## src/rtl/line_drawer_pkg.sv

```systemverilog
// Shared types and helpers for the Bresenham line rasteriser.
// Width helpers are constant functions, so the top can size its datapath from its own parameters.
package line_drawer_pkg;

    typedef enum logic [1:0] {IDLE, SETUP, PLOT} state_t;

    localparam int HOR_DEFAULT = 640;
    localparam int VER_DEFAULT = 480;

    // Two extra bits cover the sign and the dx+dy sum without overflow.
    function automatic int err_width(input int xw, input int yw);
        return ((xw > yw) ? xw : yw) + 2;
    endfunction

    function automatic int abs_diff(input int a, input int b);
        return (a > b) ? a - b : b - a;
    endfunction

    // Returns 1 when the walk runs towards smaller coordinates.
    function automatic logic step_neg(input int from, input int to);
        return !(from < to);
    endfunction

endpackage

```

## src/rtl/line_drawer.sv

```systemverilog
// Bresenham line rasteriser: one segment per start pulse, one pixel per cycle over a
// valid/ready port. Off-screen pixels are still walked (one cycle each) but never emitted.
module line_drawer
    import line_drawer_pkg::*;
#(
    parameter  int HOR_ACTIVE_PIXELS = HOR_DEFAULT,
    parameter  int VER_ACTIVE_PIXELS = VER_DEFAULT,
    localparam int X_WIDTH = $clog2(HOR_ACTIVE_PIXELS),
    localparam int Y_WIDTH = $clog2(VER_ACTIVE_PIXELS)
) (
    input  logic               clk,
    input  logic               rst_n,
    input  logic               start,
    output logic               ready,
    input  logic [X_WIDTH-1:0] x1,
    input  logic [Y_WIDTH-1:0] y1,
    input  logic [X_WIDTH-1:0] x2,
    input  logic [Y_WIDTH-1:0] y2,
    output logic               pix_valid,
    output logic [X_WIDTH-1:0] pix_x,
    output logic [Y_WIDTH-1:0] pix_y,
    input  logic               pix_ready
);

    localparam int ERR_W = err_width(X_WIDTH, Y_WIDTH);
    localparam int E2_W  = ERR_W + 1;
    localparam logic [X_WIDTH:0] HOR_LIM = (X_WIDTH+1)'(HOR_ACTIVE_PIXELS);
    localparam logic [Y_WIDTH:0] VER_LIM = (Y_WIDTH+1)'(VER_ACTIVE_PIXELS);

    typedef struct packed {
        logic [X_WIDTH-1:0]      x;
        logic [Y_WIDTH-1:0]      y;
        logic signed [ERR_W-1:0] err;
    } walk_t;

    state_t                  state;
    logic [X_WIDTH-1:0]      x1_r, x2_r, cx;
    logic [Y_WIDTH-1:0]      y1_r, y2_r, cy;
    logic signed [ERR_W-1:0] dx, dy, err;
    logic                    sx_neg, sy_neg;
    logic signed [ERR_W-1:0] dx_n, dy_n;
    logic                    on, step, at_end;
    walk_t                   cur_w, nxt_w;

    // Both branches test the same e2, so a diagonal move updates x, y and err together.
    function automatic walk_t bres_step(input walk_t cur,
                                        input logic signed [ERR_W-1:0] ddx,
                                        input logic signed [ERR_W-1:0] ddy,
                                        input logic nsx, input logic nsy);
        walk_t                   nxt;
        logic signed [ERR_W-1:0] acc;
        logic signed [E2_W-1:0]  e2;
        nxt = cur;
        acc = cur.err;
        e2  = {cur.err, 1'b0};
        if (e2 >= E2_W'(ddy)) begin
            acc   = acc + ddy;
            nxt.x = nsx ? cur.x - X_WIDTH'(1) : cur.x + X_WIDTH'(1);
        end
        if (e2 <= E2_W'(ddx)) begin
            acc   = acc + ddx;
            nxt.y = nsy ? cur.y - Y_WIDTH'(1) : cur.y + Y_WIDTH'(1);
        end
        nxt.err = acc;
        return nxt;
    endfunction

    assign dx_n   = ERR_W'(abs_diff(int'(x1_r), int'(x2_r)));
    assign dy_n   = -ERR_W'(abs_diff(int'(y1_r), int'(y2_r)));
    assign on     = ({1'b0, cx} < HOR_LIM) && ({1'b0, cy} < VER_LIM);
    assign step   = (state == PLOT) && (!on || pix_ready);
    assign at_end = (cx == x2_r) && (cy == y2_r);
    assign cur_w  = '{x: cx, y: cy, err: err};
    assign nxt_w  = bres_step(cur_w, dx, dy, sx_neg, sy_neg);

    assign pix_valid = (state == PLOT) && on;
    assign pix_x     = cx;
    assign pix_y     = cy;

    always_ff @(posedge clk or negedge rst_n) begin
        if (!rst_n) begin
            state  <= IDLE;
            ready  <= 1'b1;
            x1_r   <= '0;
            y1_r   <= '0;
            x2_r   <= '0;
            y2_r   <= '0;
            cx     <= '0;
            cy     <= '0;
            dx     <= '0;
            dy     <= '0;
            err    <= '0;
            sx_neg <= 1'b0;
            sy_neg <= 1'b0;
        end else begin
            case (state)
                IDLE: begin
                    if (start) begin
                        x1_r  <= x1;
                        y1_r  <= y1;
                        x2_r  <= x2;
                        y2_r  <= y2;
                        state <= SETUP;
                        ready <= 1'b0;
                    end
                end
                SETUP: begin
                    dx     <= dx_n;
                    dy     <= dy_n;
                    err    <= dx_n + dy_n;
                    sx_neg <= step_neg(int'(x1_r), int'(x2_r));
                    sy_neg <= step_neg(int'(y1_r), int'(y2_r));
                    cx     <= x1_r;
                    cy     <= y1_r;
                    state  <= PLOT;
                end
                PLOT: begin
                    if (step) begin
                        if (at_end) begin
                            state <= IDLE;
                            ready <= 1'b1;
                        end else begin
                            cx  <= nxt_w.x;
                            cy  <= nxt_w.y;
                            err <= nxt_w.err;
                        end
                    end
                end
                default: begin
                    state <= IDLE;
                    ready <= 1'b1;
                end
            endcase
        end
    end

endmodule

```

## config.mk

```make
export PLATFORM = sky130hd
export DESIGN_NAME = line_drawer
export DESIGN_NICKNAME = d
export VERILOG_FILES = /design/src/rtl/line_drawer_pkg.sv /design/src/rtl/line_drawer.sv
export SDC_FILE = /design/constraint.sdc
export NUM_CORES = 1
export LEC_CHECK = 0
export BUFFER_PORTS_ARGS = -buffer_cell sky130_fd_sc_hd__buf_2
export CORE_MARGIN = 2
export CORE_UTILIZATION = 56
export DETAILED_ROUTE_END_ITERATION = 6
export HOLD_SLACK_MARGIN = 0.02
export PLACE_DENSITY_LB_ADDON = 0.3
export SYNTH_ARGS = -nofsm -noshare
export SYNTH_HDL_FRONTEND = slang
export SYNTH_SLANG_ARGS = --single-unit
```

## constraint.sdc

```tcl
create_clock -name clk -period 5.2 [get_ports clk]
set_clock_uncertainty 0.2 [all_clocks]
set_input_delay 0.52 -clock clk [delete_from_list [all_inputs] [get_ports clk]]
set_output_delay 0.52 -clock clk [all_outputs]
set_load 0.005 [all_outputs]
```

==> summary.md <==
| Metric | Value |
|---|---|
| Outcome | `completed` |
| CP endpoint kind | `flop` |
| Worst path required time | `5240 ps` |
| Total die area | `17,000 µm²` |
| Min-delay worst type | `primary input to async pin` |
| Reg2reg path depth | `25` |
| Die Y | `131 µm` |
| Detail Route Antenna Nets | `0` |
| Number of I/O pins | `63` |
| Yosys top cell by area | `dfrtp_1` |
| Arrival time at the worst endpoint | `4950 ps` |
| Synth async-reset ratio | `100%` |
| Top cell by count, worst path | `o21a_1` |
| Die Width | `131 µm` |
| Crit-path slowest cell | `dfrtp_1` |
| All-layer global routing usage | `27.2%` |
| Filler cells | `1,374` |
| Syn_nets | `1,217` |
| ANT cells | `0` |
| Multi-input gate area | `6040 µm²` |
| CP Class | `flop to flop` |
| Slew margin rel. | `35.0%` |
| Worst skew pair latency | `360 ps` |
| Total Routed Length | `22,500 µm` |
| Fmax achieved | `204 MHz` |
| Ys flop type | `dfrtp_1` |
| Syn Inst Count | `1,055` |
| Area contributors post-synth | `dfrtp_1 (27%), ha_1 (15%), xnor2_1 (6.4%)` |
| Total Nets Final | `1,279` |
| Setup violations, final | `0` |
| Seq/Total Area, Yosys | `27.1%` |
| Num rows | `46` |
| Largest net degree at the start of global routing | `78` |
| Share of the synthesized area in the top cell type | `26.8%` |
| Post-Syn Area | `8960 µm²` |
| Detailed-placement wirelength estimate | `17,100 µm` |
| RSZ-0062 raised after global routing | `false` |
| Setup crit start | `dy[1]` |
| Max_cap viols | `0` |
| Global-route wire length before repair | `36,600 µm` |
| Area grow syn2layout | `11.3%` |
| Worst-Margin Slew | `975 ps` |
| Post-layout minimum cycle time | `4910 ps` |
| Buffer and inverter count on the worst path | `1` |
| CP peak stage delay | `390 ps` |
| Final Wtd Congestion | `0.876` |
| Yosys cell types | `86` |
| Synthesized flop and latch total | `97` |
| Core area | `15,800 µm²` |
| TritonCTS Buffers | `9` |
| Starting Density | `56.8%` |
| Vias in the first global route | `7,386` |
| Clk slew on worst S/H paths | `70 ps` |
| Root Buffer | `clkbuf_16` |
| RR Startpoint | `dy[1]` |
| Worst Path Max Fanout | `3` |
| DRC viols | `0` |
| Grt ovf | `0` |
| WL/cell | `16.8 µm` |
| Reg2reg end | `err[10]` |
| Max Slew Vio Count | `0` |
| CP Launch Type | `flop` |
| Max H-tree Level | `3` |
| CTS Buffer Depth | `2` |
| Yosys warning count | `0` |
| I/O Buffers | `62` |
| Vias per Instance | `5.77` |
| Share of layout cells above drive strength 1 | `15.7%` |
| Slack of the worst reg-to-reg path | `290 ps` |
| Crit-path leading delay family | `compound AO/OA/AOI/OAI gates` |
| Register Area | `2430 µm²` |
| CTS tree | `yes` |
| Clock sinks | `97` |
| Post-synth EDFFs | `0` |
| Setup_tns | `0 ps` |
| Vias post-DR | `7,708` |
| Mean Syn Cell Area | `8.50 µm²` |
| Final Hold Viols | `0` |
| DRT Pass-1 Iters | `5` |
| Tcrit/Tclk final | `94.5%` |
| Initial DRC count | `555` |
| Initial antenna violation count | `0` |
## metal layers
| layer | track usage (%) | wire (µm) |
|---|---|---|
| met3 | 3.22 | 835 |
| met1 | 37.3 | 10700 |
| met5 | 0 | 0 |
| met2 | 44.3 | 10300 |
| met4 | 10.6 | 642 |
## synth_stat cells, types with 3 or more instances
cell type / number
a211oi_1: 7
a21boi_0: 3
a21o_1: 23
a21oi_1: 83
a31oi_1: 10
and2_1: 4
buf_2: 4
buf_4: 3
clkbuf_1: 26
dfrtp_1: 96
fa_1: 9
ha_1: 111
inv_1: 116
mux2_2: 15
mux2i_1: 16
nand2_1: 90
nand2b_1: 13
nand3_1: 14
nand4_1: 11
nor2_1: 65
nor2b_1: 15
nor3_1: 17
nor3_2: 3
nor4_1: 5
o211ai_1: 12
o21a_1: 14
o21ai_0: 96
o21bai_1: 14
o22ai_1: 4
o31ai_1: 3
or3_1: 5
xnor2_1: 65
xor2_1: 17
## logic make-up after synthesis
family,synth area share (%)
XOR/XNOR,8.53
flip-flops,27.1
AND/OR/NAND/NOR,14.4
adder cells (fa/ha/maj),17.5
buffers and inverters,6.91
multiplexers,3.96
AO/OA/AOI/OAI,21.6
## sequential cells by signal, indices dropped and copies added, names as in the netlist, 2 cells and up
register  flops
dy           12
err          12
dx           11
pix_x        10
x1_r         10
x2_r         10
pix_y         9
y1_r          9
y2_r          9
state         2
## final cells by class
type                            instances  share of cell area (%)
Timing Repair Buffer                   89                    5.21
Tap cell                              216                    2.71
Inverter                              116                    4.36
Clock buffer                           10                    2.40
Multi-Input combinational cell        804                    60.6
Sequential cell                        97                    24.3
Clock inverter                          5                   0.414
## placed cells by master, fill, tap and decap left out, types with 14 or more instances in the layout
cell type	instances
xnor2_1	63
ha_1	107
o21a_1	14
inv_1	115
o21bai_1	14
mux2_2	15
xor2_1	17
a21oi_1	77
buf_2	61
a21o_1	23
nor2_1	65
dfrtp_1	96
o21ai_0	92
nor3_1	17
buf_4	27
nand3_1	14
mux2i_1	15
nand2_1	90
## per-stage QoR
stage / util (%) / setup WS [ps] / hold WS (ps) / std cells / area [µm²]
floorplan: - / 335 / 24.4 / 1055 / 8960
global placement: 60.4 / 151 / 302 / 1316 / 9530
detailed placement: 60.4 / 11.0 / 308 / 1316 / 9530
CTS: 62.3 / 17.5 / 142 / 1333 / 9830
global route: 63.3 / 2.71 / 172 / 1337 / 9980
finish: 63.3 / 288 / 87.1 / 1337 / 9980
## timing repair
item	CTS	global route
pin swaps	1	11
buffers inserted	2	4
gates cloned	0	0
endpoints found under the setup margin	1	5
hold buffers	0	0
resized for setup	0	30
## worst max-delay path by stage
stage	to	slack, ps	depth (start not counted)
6_report	err[10]	290	25
5_1_grt	err[10]	3	25
3_3_place_gp	err[10]	150	25
2_1_floorplan	err[9]	340	25
4_1_cts	err[10]	20	25
3_5_place_dp	err[10]	10	25
Power is left out: the tool's default activity adds up to more than one toggle a clock period on the data nets, which glitch-free logic cannot reach.
